$ cat src/rtl/efx_srl_tap.sv
// Variable-depth addressable shift register with fill tracking, per-tap valid
// flags and an optional output register stage.
module efx_srl_tap #(
  parameter int              WIDTH   = 8,
  parameter int              DEPTH   = 16,
  parameter int              OUT_REG = 1,
  parameter logic [WIDTH-1:0] INIT   = '0,
  localparam int             AW      = (DEPTH <= 2) ? 1 : $clog2(DEPTH),
  localparam int             FW      = $clog2(DEPTH + 1)
) (
  input  logic             CLK,
  input  logic             RST,
  input  logic             CE,
  input  logic [WIDTH-1:0] D,
  input  logic [AW-1:0]    A,
  output logic [WIDTH-1:0] Q,
  output logic             Q_VALID,
  output logic [WIDTH-1:0] QL,
  output logic             QL_VALID,
  output logic [FW-1:0]    FILL
);

  // Storage carries its power-up value and is deliberately never reset.
  logic [WIDTH-1:0] stage_q [DEPTH] = '{default: INIT};
  logic [WIDTH-1:0] stage_d [DEPTH];
  logic [FW-1:0]    fill_q;
  logic [FW-1:0]    fill_d;

  logic [WIDTH-1:0] q_d;
  logic             q_valid_d;
  logic [WIDTH-1:0] ql_d;
  logic             ql_valid_d;

  always_comb begin
    stage_d = stage_q;
    fill_d  = fill_q;
    if (!RST && CE) begin
      stage_d[0] = D;
      for (int k = 1; k < DEPTH; k++) begin
        stage_d[k] = stage_q[k-1];
      end
      if (fill_q != FW'(DEPTH)) begin
        fill_d = fill_q + 1'b1;
      end
    end
  end

  always_ff @(posedge CLK) begin
    stage_q <= stage_d;
  end

  always_ff @(posedge CLK) begin
    if (RST) begin
      fill_q <= '0;
    end else begin
      fill_q <= fill_d;
    end
  end

  // Tap addresses at or beyond DEPTH read as an invalid zero word.
  always_comb begin
    q_d       = '0;
    q_valid_d = 1'b0;
    for (int k = 0; k < DEPTH; k++) begin
      if (A == AW'(k)) begin
        q_d       = stage_q[k];
        q_valid_d = (FW'(k) < fill_q);
      end
    end
    ql_d       = stage_q[DEPTH-1];
    ql_valid_d = (fill_q == FW'(DEPTH));
  end

  assign FILL = fill_q;

  generate
    if (OUT_REG != 0) begin : g_out_reg
      logic [WIDTH-1:0] q_q;
      logic             q_valid_q;
      logic [WIDTH-1:0] ql_q;
      logic             ql_valid_q;

      // Loads every cycle regardless of CE so A changes still propagate.
      always_ff @(posedge CLK) begin
        if (RST) begin
          q_q        <= '0;
          q_valid_q  <= 1'b0;
          ql_q       <= '0;
          ql_valid_q <= 1'b0;
        end else begin
          q_q        <= q_d;
          q_valid_q  <= q_valid_d;
          ql_q       <= ql_d;
          ql_valid_q <= ql_valid_d;
        end
      end

      assign Q        = q_q;
      assign Q_VALID  = q_valid_q;
      assign QL       = ql_q;
      assign QL_VALID = ql_valid_q;
    end else begin : g_out_comb
      assign Q        = q_d;
      assign Q_VALID  = q_valid_d;
      assign QL       = ql_d;
      assign QL_VALID = ql_valid_d;
    end
  endgenerate

endmodule

$ cat config.mk
export PLATFORM = sky130hd
export DESIGN_NAME = efx_srl_tap
export DESIGN_NICKNAME = d
export VERILOG_FILES = /design/src/rtl/efx_srl_tap.sv
export SDC_FILE = /design/constraint.sdc
export NUM_CORES = 1
export LEC_CHECK = 0
export ABC_AREA = 1
export BUFFER_PORTS_ARGS = -buffer_cell sky130_fd_sc_hd__buf_2
export CORE_MARGIN = 5
export CORE_UTILIZATION = 44
export DETAILED_ROUTE_END_ITERATION = 10
export HOLD_SLACK_MARGIN = 0.12
export PLACE_DENSITY = 0.68
export SLEW_MARGIN = 5
export SYNTH_ARGS = -nofsm -noshare
export SYNTH_HDL_FRONTEND = slang
export SYNTH_SLANG_ARGS = --single-unit
export TNS_END_PERCENT = 20
$ cat constraint.sdc
create_clock -name CLK -period 17.6 [get_ports CLK]
set_input_delay 1.76 -clock CLK [delete_from_list [all_inputs] [get_ports CLK]]
set_output_delay 1.76 -clock CLK [all_outputs]
set_load 0.01 [all_outputs]
==> run_results.csv, run 1 <==
group,metric,value,unit
power,peakVddDrop,0.08328,mV
sta,fmax,256.8,MHz
grt,grt_pass1_vias,3545,
yosys,synthXorXnorAreaFrac,0,%
clocking,path_clk_slew,60,ps
placement,pre_cts_slack,13270,ps
power,intPower,0.6553,mW
floorplanning,ioPinCount,38,
layout,layout.nets,549,
placement,place.gp.congestion,0.7776,
yosys,syn_area_per_cell,12.15,µm²
run_status,status,"complete, no violations",
grt,grt_pass1_wl,16860,µm
yosys,synth_nets,497,
yosys,yosys.area_share.adder,0.4290,%
detailed_routing,drt-vias-per-instance,4.953,
floorplanning,initial_core_util,44.40,%
grt,grt.overflow.total,0,
floorplanning,die-area,15660,µm²
yosys,synth_top_area_share,65.89,%
yosys,async_flop_share,0,%
detailed_routing,avgRoutedWirePerCell,14.05,µm
clocking,cts-hold-fix-buffers,0,
sta,fin_crit,3894,ps
yosys,synth.most_common_cell,"edfxtp_1",
worst_setup_path,arrival,4240,ps
grt,antenna_found_initial,0,
sta,setup_tns,0,ps
yosys,ys.flop_type,"edfxtp_1",
detailed_routing,drc,0,
clocking,clkLatencyLatePin,410,ps
yosys,synth_area_leaders,"edfxtp_1 66%, dfxtp_1 7.9%, nand2_1 6.2%",
worst_setup_path,cp-start-kind,"input port",
clocking,cts_tree,"yes",
layout,layout-drive-gt1-share,16.70,%
yosys,ys_seq_area_share,73.79,%
power,combPwrFrac,4.6,%
clocking,post_cts_buffers,0,
sta,relSlewSlack,34.50,%
sta,fin_skew,7.781,ps
clocking,cts-root-buf,"clkbuf_16",
power,seqPwrFrac,49.7,%
layout,area_growth,17.76,%
floorplanning,die_h,125.1,µm
worst_setup_path,crit_path_max_incr_delay,750,ps
power,switching_share,20.45,%
clocking,h-tree-depth,4,
worst_setup_path,crit_family,"buffers and inverters",
yosys,synth_top_family_by_area,"simple AND/OR/NAND/NOR gates",
yosys,syn_inst,480,
yosys,synth-edff-count,128,
power,p_sw,0.1684,mW
detailed_routing,finalWirelength,10130,µm
sta,drv_slew,0,
clocking,clock-sinks,151,
floorplanning,die_w,125.1,µm
floorplanning,core_area,13140,µm²
yosys,synth_warnings,0,
grt,grt_max_degree,67,
power,p_leak,2.563,nW
clocking,cts-resized-gates,0,
detailed_routing,drt_iter0_drc,293,
sta,fin_ws,13710,ps
placement,hpwl,6706,µm
clocking,cts_buffers,17,
layout,antenna_cells,0,
yosys,synthSimpleGateAreaFrac,19.58,%
sta,rsz0062_at_grt,"false",
sta,finalHoldViolations,0,
worst_setup_path,cp-end-kind,"flip-flop",
layout,final_util,52.29,%
sta,setup_violations,0,
yosys,synth_common_cells,"128 x edfxtp_1, 96 x nand2_1, 65 x nor2_1",
yosys,synth-compound-area-share,3.003,%
job,drv_cap,0,
worst_setup_path,critPathMaxFanout,66,
worst_setup_path,worst-endpoint-required,17950,ps
yosys,yosysTopAreaCell,"edfxtp_1",
worst_setup_path,critPathBufInv,3,
grt,grt_util_all_layers,13.39,%
sta,min_period_over_period,22.13,%
hold_path,hp-class,"reg -> reg",
yosys,syn_area,5833,µm²
floorplanning,num_rows,42,
detailed_routing,detailroute.via_count,3571,
power,powerDensity,119.9,nW/µm²
detailed_routing,antenna_left,0,
worst_setup_path,setup.worst_path.class,"in -> reg",
power,p_clk_share,45.7,%
yosys,synth_seq_cells,151,
sta,tightest_slew,981.5,ps
yosys,yosysUniqueCellTypes,32,
detailed_routing,first_pass_iters,5,
yosys,yosys-mux-area-fraction,0,%
worst_setup_path,path_cells,"buf_2, nor2_4, buf_4, buf_4, nand2_1, o21ai_0, nand2_1, nor2_1",
placement,place.port_buffers,37,
clocking,clk_path_buf_depth,2,
worst_setup_path,crit_slowest_cell,"buf_4",
-- area by class of cell --
cell class                 count  area [µm²]
clock buffer                  24       568.0
clock inverter                 8       76.32
fill                        1144        6269
inverter                      40       150.1
multi-input combinational    283        1350
sequential                   151        4304
tap                          176       220.2
timing repair buffer          39       200.2
-- through the flow --
step                instance area, µm²  total power [mW]  std cells  hold WS (ps)
floorplan                         5833            0.4429        480         417.6
global placement                  6225            0.4531        689         421.8
detailed placement                6225            0.4554        689         427.6
CTS                               6869            0.8333        721         437.8
global route                      6869            0.8568        721         447.2
finish                            6869            0.8237        721         438.5
-- sequential cells by signal, summed over array words and instances (netlist names) --
signal,cells
FILL,5
Q_VALID,1
QL,8
stage_q,120
QL_VALID,1
ql_d,8
Q,8
-- path summary, 6_finish.rpt --
path                         start                    end  slack (ps)  cells past startpoint
min          stage_q[34]$_DFFE_PP_  stage_q[26]$_DFFE_PP_         440                      0
max reg2reg   FILL[3]$_SDFFE_PP0P_     Q_VALID$_SDFF_PP0_       15900                      9
min reg2reg  stage_q[34]$_DFFE_PP_  stage_q[26]$_DFFE_PP_         440                      0
max                            RST   FILL[3]$_SDFFE_PP0P_       13710                      8
-- worst reg2reg max path: cells and delay by family, from the launching register on --
family,cells,cell delay [ps]
flops,1,400
compound gates,3,400
buf+inv,2,180
simple gates,4,630
-- logic make-up after synthesis --
group / after synthesis
simple gates: 249
flops: 151
buf+inv: 46
compound gates: 32
fa+ha+maj: 2
-- power groups by stage --
| stage | Sequential [mW] | Combinational, mW | Clock [mW] |
|---|---|---|---|
| 2_1_floorplan | 0.419 | 0.0234 | 0 |
| 3_3_place_gp | 0.416 | 0.0370 | 0 |
| 3_5_place_dp | 0.417 | 0.0381 | 0 |
| 4_1_cts | 0.410 | 0.0384 | 0.385 |
| 5_1_grt | 0.411 | 0.0426 | 0.403 |
| 6_report | 0.410 | 0.0378 | 0.376 |
-- cells in the final DEF (no fill, tap or decap), drive strengths merged, types with 2 or more instances in the layout --
cell	netlist	final
a21oi	20	20
nand3	37	37
edfxtp	128	128
o21ai	6	6
clkinv	1	5
nor3	2	2
dfxtp	23	23
buf	4	39
clkinvlp	0	3
nand2	98	98
and3	2	2
inv	39	39
nor2	75	75
or2	7	7
nand4	26	26
ha	2	2
clkbuf	2	24
-- per-layer routing --
layer  wire (µm)  vias up  global-route usage (%)
met5           0        -                       0
met4          89        0                   4.528
met3         526       14                   4.904
met2        5022       92                   21.32
met1        4494     1673                   17.07
li1            -     1792                       -
(Power assumes the default switching activity.)
==> run 2, diff against run 1 <==
PLACE_DENSITY = 0.7   (was 0.68)
clock period = 3.4 ns   (was 17.6 ns; I/O delays follow)
==> run 2 against run 1 <==
  * First-iteration DRC count increased by 0.68%
  * Global-route usage is 0.68 points higher
  * Non-clock buffer count up 9
  * Via count is 3.4% higher
  * Cell count up 1.2%
  * Clock skew hardly changed
  * Cell area grew 0.73%
  * Die area stayed put
  * Wire length increased by 5.2%
  * Sequential power rose to 5.2 times the previous value
  * Critical endpoint is now Q_VALID$_SDFF_PP0_
  * Highest routed layer unchanged
==> run_results.csv, run 2 (synthesized netlist as in run 1, its figures left out) <==
group,metric,value,unit
run_status,status,"complete, no violations",
sta,min_period_over_period,51.12,%
worst_setup_path,crit_start,"FILL[3]$_SDFFE_PP0P_",
layout,largest_register_ffs,120,
detailed_routing,antenna_left,0,
clocking,clock-sinks,151,
worst_setup_path,arrival,2050,ps
clocking,cts_buffers,17,
grt,grt_pass1_vias,3560,
power,powerDensity,611.0,nW/µm²
detailed_routing,wl_met2,5461,µm
layout,nFillCells,1144,
layout,largest_register,"stage_q",
worst_setup_path,setup.worst_path.class,"reg -> reg",
sta,rsz0062_at_grt,"false",
sta,finalHoldViolations,0,
layout,antenna_cells,0,
hold_path,hp-start,"RST",
floorplanning,initial_core_util,44.40,%
layout,final_cell_mix,"128 x edfxtp_1, 96 x nand2_1, 64 x nor2_1",
grt,grt_max_degree,72,
clocking,cts-root-buf,"clkbuf_16",
floorplanning,ioPinCount,38,
job,drv_cap,0,
sta,relSlewSlack,53.23,%
worst_setup_path,cp-start-kind,"flip-flop",
floorplanning,die_w,125.1,µm
clocking,clk_path_buf_depth,2,
hold_path,hp-class,"in -> reg",
detailed_routing,drt-vias-per-instance,5.059,
worst_setup_path,worst-endpoint-required,3710,ps
clocking,cts_tree,"yes",
layout,layout_commonest_cell,"edfxtp_1",
sta,drv_slew,0,
floorplanning,die-area,15660,µm²
detailed_routing,finalWirelength,10660,µm
layout,layout.nets,558,
grt,grt.overflow.total,0,
worst_setup_path,r2r-start,"FILL[3]$_SDFFE_PP0P_",
placement,place.gp.congestion,0.7821,
worst_setup_path,critPathMaxFanout,6,
floorplanning,die_h,125.1,µm
detailed_routing,drt_iter0_drc,295,
clocking,post_cts_buffers,0,
sta,setup_violations,0,
sta,fin_skew,7.700,ps
placement,hpwl,7057,µm
placement,detailed_place.area,6245,µm²
grt,antenna_found_initial,0,
sta,fin_crit,1738,ps
layout,finalInstanceArea,6919,µm²
sta,tightest_slew,698.9,ps
clocking,h-tree-depth,4,
floorplanning,num_rows,42,
detailed_routing,met3_length,606,µm
sta,fmax,575.4,MHz
layout,area_growth,18.62,%
floorplanning,core_area,13140,µm²
detailed_routing,top_layer,"met4",
layout,layout-drive-gt1-share,15.52,%
clocking,clkLatencyLatePin,420,ps
detailed_routing,wl_met1,4455,µm
grt,grt_pass1_wl,17550,µm
layout,final_util,52.67,%
power,peakVddDrop,0.3555,mV
power,p_leak,2.583,nW
detailed_routing,first_pass_iters,5,
detailed_routing,drc,0,
sta,setup_tns,0,ps
detailed_routing,detailroute.via_count,3693,
worst_setup_path,cp-end-kind,"flip-flop",
placement,place.port_buffers,37,
detailed_routing,avgRoutedWirePerCell,14.60,µm
grt,grt_util_all_layers,14.07,%
clocking,path_clk_slew,60,ps
run 2: routing by layer:
layer  GRT usage (%)  vias up
met5               0        -
li1                -     1808
met1           17.07     1761
met2           23.41      111
met4           6.122        0
met3           4.222       13
run 2: layout make-up:
cell class	instances	area, µm²	share of cell area [%]
repair buffers	48	300.3	4.340
inverters	40	150.1	2.170
flip-flops and latches	151	4304	62.21
well taps	176	220.2	3.183
clock inverters	12	157.7	2.278
multi-input cells	283	1350	19.51
clock buffers	20	436.7	6.311
run 2: per-stage QoR:
step                      cells  power [mW]  setup WS [ps]  hold slack, ps
after floorplan             480       2.284          91.37           417.6
after global placement      690       2.347           1389           422.3
after detailed placement    690       2.361           1322           431.4
after CTS                   730       4.267           1701           287.4
after global routing        730       4.382           1482           299.7
final                       730       4.227           1662           301.3
run 2: final timing paths:
path / end / slack (ps) / cells after the start
max: Q_VALID$_SDFF_PP0_ / 1660 / 9
min: QL[1]$_SDFF_PP0_ / 300 / 2
max reg2reg: Q_VALID$_SDFF_PP0_ / 1660 / 9
min reg2reg: stage_q[28]$_DFFE_PP_ / 440 / 0
run 2: what timing repair did:
item	in CTS	in global routing
hold endpoints to repair	8	0
gates resized for setup	0	0
hold buffers	8	0
run 2: worst max-delay path: stages (launching register included):
cell and delay (ps):
dfxtp_1 390, inv_1 120, nor3_1 330, a21oi_1 140, nand2_1 80, o211ai_1 70
o21ai_0 210, nand4_1 140, nand2_1 100, inv_1 40
run 2: power breakdown:
group	total [mW]	switching, mW	internal, mW	leakage [nW]
sequential	2.12	0.0329	2.09	1.39
clock	1.90	0.686	1.21	0.288
combinational	0.207	0.141	0.0664	0.904
==> run 3, diff against run 2 <==
ABC_AREA = 0   (was 1)
PLACE_DENSITY = 0.68   (was 0.7)
clock period = 1.73 ns   (was 3.4 ns; I/O delays follow)
==> run 3 against run 2 <==
  * Cell count fell by 8.5%
  * Global-route usage rose by 0.49 points
  * Sequential share of layout area fell by 3.0 points
  * Largest power group unchanged
  * Register-to-register slack got worse by 1600 ps
  * Utilization rose by 1.8 points
  * Hold slack got worse by 150 ps
  * Die area rose by 3.1%
  * Setup slack got worse by 1600 ps
  * Total power rose by 100%
  * Critical path depth fell by 6
  * Sequential power rose by 97%
==> run_results.csv, run 3 <==
group,metric,value,unit
worst_setup_path,cpMostUsedCell,"mux4_2",
layout,largest_register_ffs,120,
run_status,status,"complete, no violations",
hold_path,hp-class,"in -> reg",
yosys,syn_inst,411,
detailed_routing,drt-vias-per-instance,5.217,
sta,drv_slew,0,
detailed_routing,drc,0,
power,p_clk_share,44.5,%
floorplanning,num_rows,42,
layout,layout_commonest_cell,"edfxtp_1",
worst_setup_path,crit_slowest_cell,"mux4_2",
yosys,synth-edff-count,128,
worst_setup_path,critPathMaxFanout,2,
layout,area_growth,20.66,%
detailed_routing,first_pass_iters,5,
detailed_routing,antenna_left,0,
placement,detailed_place.area,6573,µm²
worst_setup_path,crit_path_max_incr_delay,490,ps
floorplanning,core_area,13350,µm²
sta,fin_crit,1641,ps
clocking,h-tree-depth,4,
clocking,clk_path_buf_depth,2,
layout,final_util,54.48,%
yosys,syn_area,6027,µm²
yosys,synth_top_area_share,63.77,%
layout,finalInstanceArea,7272,µm²
worst_setup_path,cp_num_cells,3,
floorplanning,initial_core_util,45.15,%
grt,grt_pass1_vias,3537,
yosys,yosysTopAreaCell,"edfxtp_1",
worst_setup_path,path_cells,"mux4_2, mux4_2, nor2b_1",
worst_setup_path,r2r-start,"stage_q[14]$_DFFE_PP_",
floorplanning,ioPinCount,38,
clocking,clkLatencyLatePin,410,ps
clocking,cts_tree,"yes",
grt,antenna_found_initial,0,
detailed_routing,avgRoutedWirePerCell,16.79,µm
detailed_routing,detailroute.via_count,3485,
clocking,cts_buffers,17,
power,power.total,8.522,mW
worst_setup_path,cp-start-kind,"flip-flop",
grt,grt_util_all_layers,14.56,%
detailed_routing,drt_iter0_drc,268,
sta,tightest_slew,436.5,ps
worst_setup_path,worst-endpoint-required,2020,ps
layout,antenna_cells,0,
placement,hpwl,7402,µm
yosys,synth_warnings,0,
placement,place.gp.congestion,0.8196,
sta,setup_violations,0,
yosys,ys.flop_type,"edfxtp_1",
worst_setup_path,crit_start,"stage_q[14]$_DFFE_PP_",
sta,relSlewSlack,70.79,%
worst_setup_path,arrival,1940,ps
power,p_leak,2.607,nW
worst_setup_path,crit_family,"multiplexers",
yosys,synth_top_family_by_area,"simple AND/OR/NAND/NOR gates",
grt,grt.overflow.total,0,
yosys,ys_seq_area_share,71.41,%
yosys,synthXorXnorAreaFrac,0.5813,%
yosys,async_flop_share,0,%
worst_setup_path,worstSetupEndpoint,"Q[6]$_SDFF_PP0_",
yosys,synth_area_leaders,"edfxtp_1 64%, dfxtp_1 7.6%, mux4_2 4.1%",
yosys,synth-compound-area-share,8.532,%
layout,final_cell_mix,"128 x edfxtp_1, 52 x nor2_1, 37 x buf_2",
sta,min_period_over_period,94.88,%
yosys,synthSimpleGateAreaFrac,8.885,%
yosys,synth.most_common_cell,"edfxtp_1",
layout,layout-drive-gt1-share,23.37,%
floorplanning,die-area,16140,µm²
floorplanning,die_h,127.0,µm
job,drv_cap,0,
layout,layout.nets,496,
worst_setup_path,cp-end-kind,"flip-flop",
sta,fmax,609.2,MHz
power,switching_share,20.35,%
placement,place.port_buffers,37,
power,seqPwrFrac,49.0,%
sta,rsz0062_at_grt,"false",
power,peakVddDrop,0.9271,mV
detailed_routing,finalWirelength,11220,µm
floorplanning,die_w,127.0,µm
yosys,synth_common_cells,"128 x edfxtp_1, 52 x nor2_1, 24 x o21ai_0",
worst_setup_path,worst_r2r_endpoint,"Q[6]$_SDFF_PP0_",
sta,fin_skew,8.254,ps
grt,grt_max_degree,40,
worst_setup_path,setup.worst_path.class,"reg -> reg",
sta,setup_tns,0,ps
clocking,path_clk_slew,60,ps
power,powerDensity,1172,nW/µm²
yosys,yosysUniqueCellTypes,47,
worst_setup_path,rr_worst_depth,3,
power,combPwrFrac,6.4,%
clocking,cts-root-buf,"clkbuf_16",
worst_setup_path,r2r_slack,90,ps
layout,largest_register,"stage_q",
yosys,syn_area_per_cell,14.66,µm²
worst_setup_path,critPathBufInv,0,
power,p_sw,1.734,mW
grt,grt_pass1_wl,18320,µm
yosys,yosys-mux-area-fraction,7.743,%
yosys,synth_nets,428,
yosys,synth_seq_cells,151,
power,intPower,6.787,mW
clocking,clock-sinks,151,
yosys,yosys.area_share.adder,0.7889,%
sta,finalHoldViolations,0,
==> run 3: cell count changes in the layout (fill, tap and decap cells not counted), moves of 9 or more <==
| cell | before | now |
|---|---|---|
| nand2_1 | 96 | 17 |
| nand3_1 | 37 | 1 |
| inv_1 | 36 | 4 |
| nand4_1 | 26 | 2 |
| buf_4 | 2 | 22 |
| o21ai_0 | 6 | 24 |
| nor2b_1 | 0 | 15 |
| mux2i_1 | 0 | 14 |
| nor2_1 | 64 | 52 |
| mux4_2 | 0 | 11 |
| nand2b_1 | 0 | 9 |
==> run 3: layer usage <==
layer	global-route usage [%]	vias to the layer above	share of wire [%]	routed length [µm]
li1	-	1690	-	-
met1	20.22	1701	47	5306
met2	21.89	84	47	5218
met3	4.591	10	5.1	568
met4	4.984	0	1.1	125
met5	0	-	0	0
==> run 3: repair_timing <==
item                                    in CTS  in global routing
endpoints found under the setup margin       0                  1
gates resized for setup                      0                  1
setup buffers                                0                  1
hold buffers                                 8                  0
endpoints found under the hold margin        8                  0
==> run 3: cell type report <==
cell class / count / area [µm²]
Clock inverter: 10 / 151.4
Clock buffer: 22 / 454.2
Timing Repair Buffer: 71 / 510.5
Inverter: 5 / 18.77
Fill cell: 1109 / 6076
Tap cell: 176 / 220.2
Multi-Input combinational cell: 233 / 1613
Sequential cell: 151 / 4304
==> run 3: how the worst min path moves through the flow <==
stage,from,endpoint,cells after the start
after floorplan,D[0],stage_q[120]$_DFFE_PP_,0
after global placement,D[1],stage_q[121]$_DFFE_PP_,1
after detailed placement,D[5],stage_q[125]$_DFFE_PP_,1
after CTS,CE,FILL[3]$_SDFFE_PP0P_,4
after global routing,CE,FILL[4]$_SDFFE_PP0P_,4
final,CE,FILL[3]$_SDFFE_PP0P_,4
==> run 3: power by group through the flow <==
stage	clock, mW	sequential, mW	combinational [mW]
after CTS	3.88	4.18	0.550
after floorplan	0	4.25	0.329
after global placement	0	4.25	0.519
after detailed placement	0	4.25	0.531
after global routing	4.03	4.19	0.603
final	3.79	4.18	0.549
==> run 3: through the flow <==
stage | cells | worst slack (ps) | hold slack, ps
after floorplan | 411 | -1151 | 271.9
after global placement | 627 | 83.19 | 349.4
after detailed placement | 627 | 26.54 | 351.1
after CTS | 667 | 62.50 | 134.4
after global routing | 668 | 39.82 | 165.5
final | 668 | 88.59 | 153.9
==> run 3: tightest hold or removal path, cell delays in order <==
cell and delay, ps:
buf_2 120, nand4_1 100, xor2_1 60, nor2_1 70
==> run 3: cell families after synthesis <==
group           count (synthesis)
flops                         151
simple gates                  112
compound gates                 81
mux                            32
buf+inv                        27
xor+xnor                        4
fa+ha+maj                       4
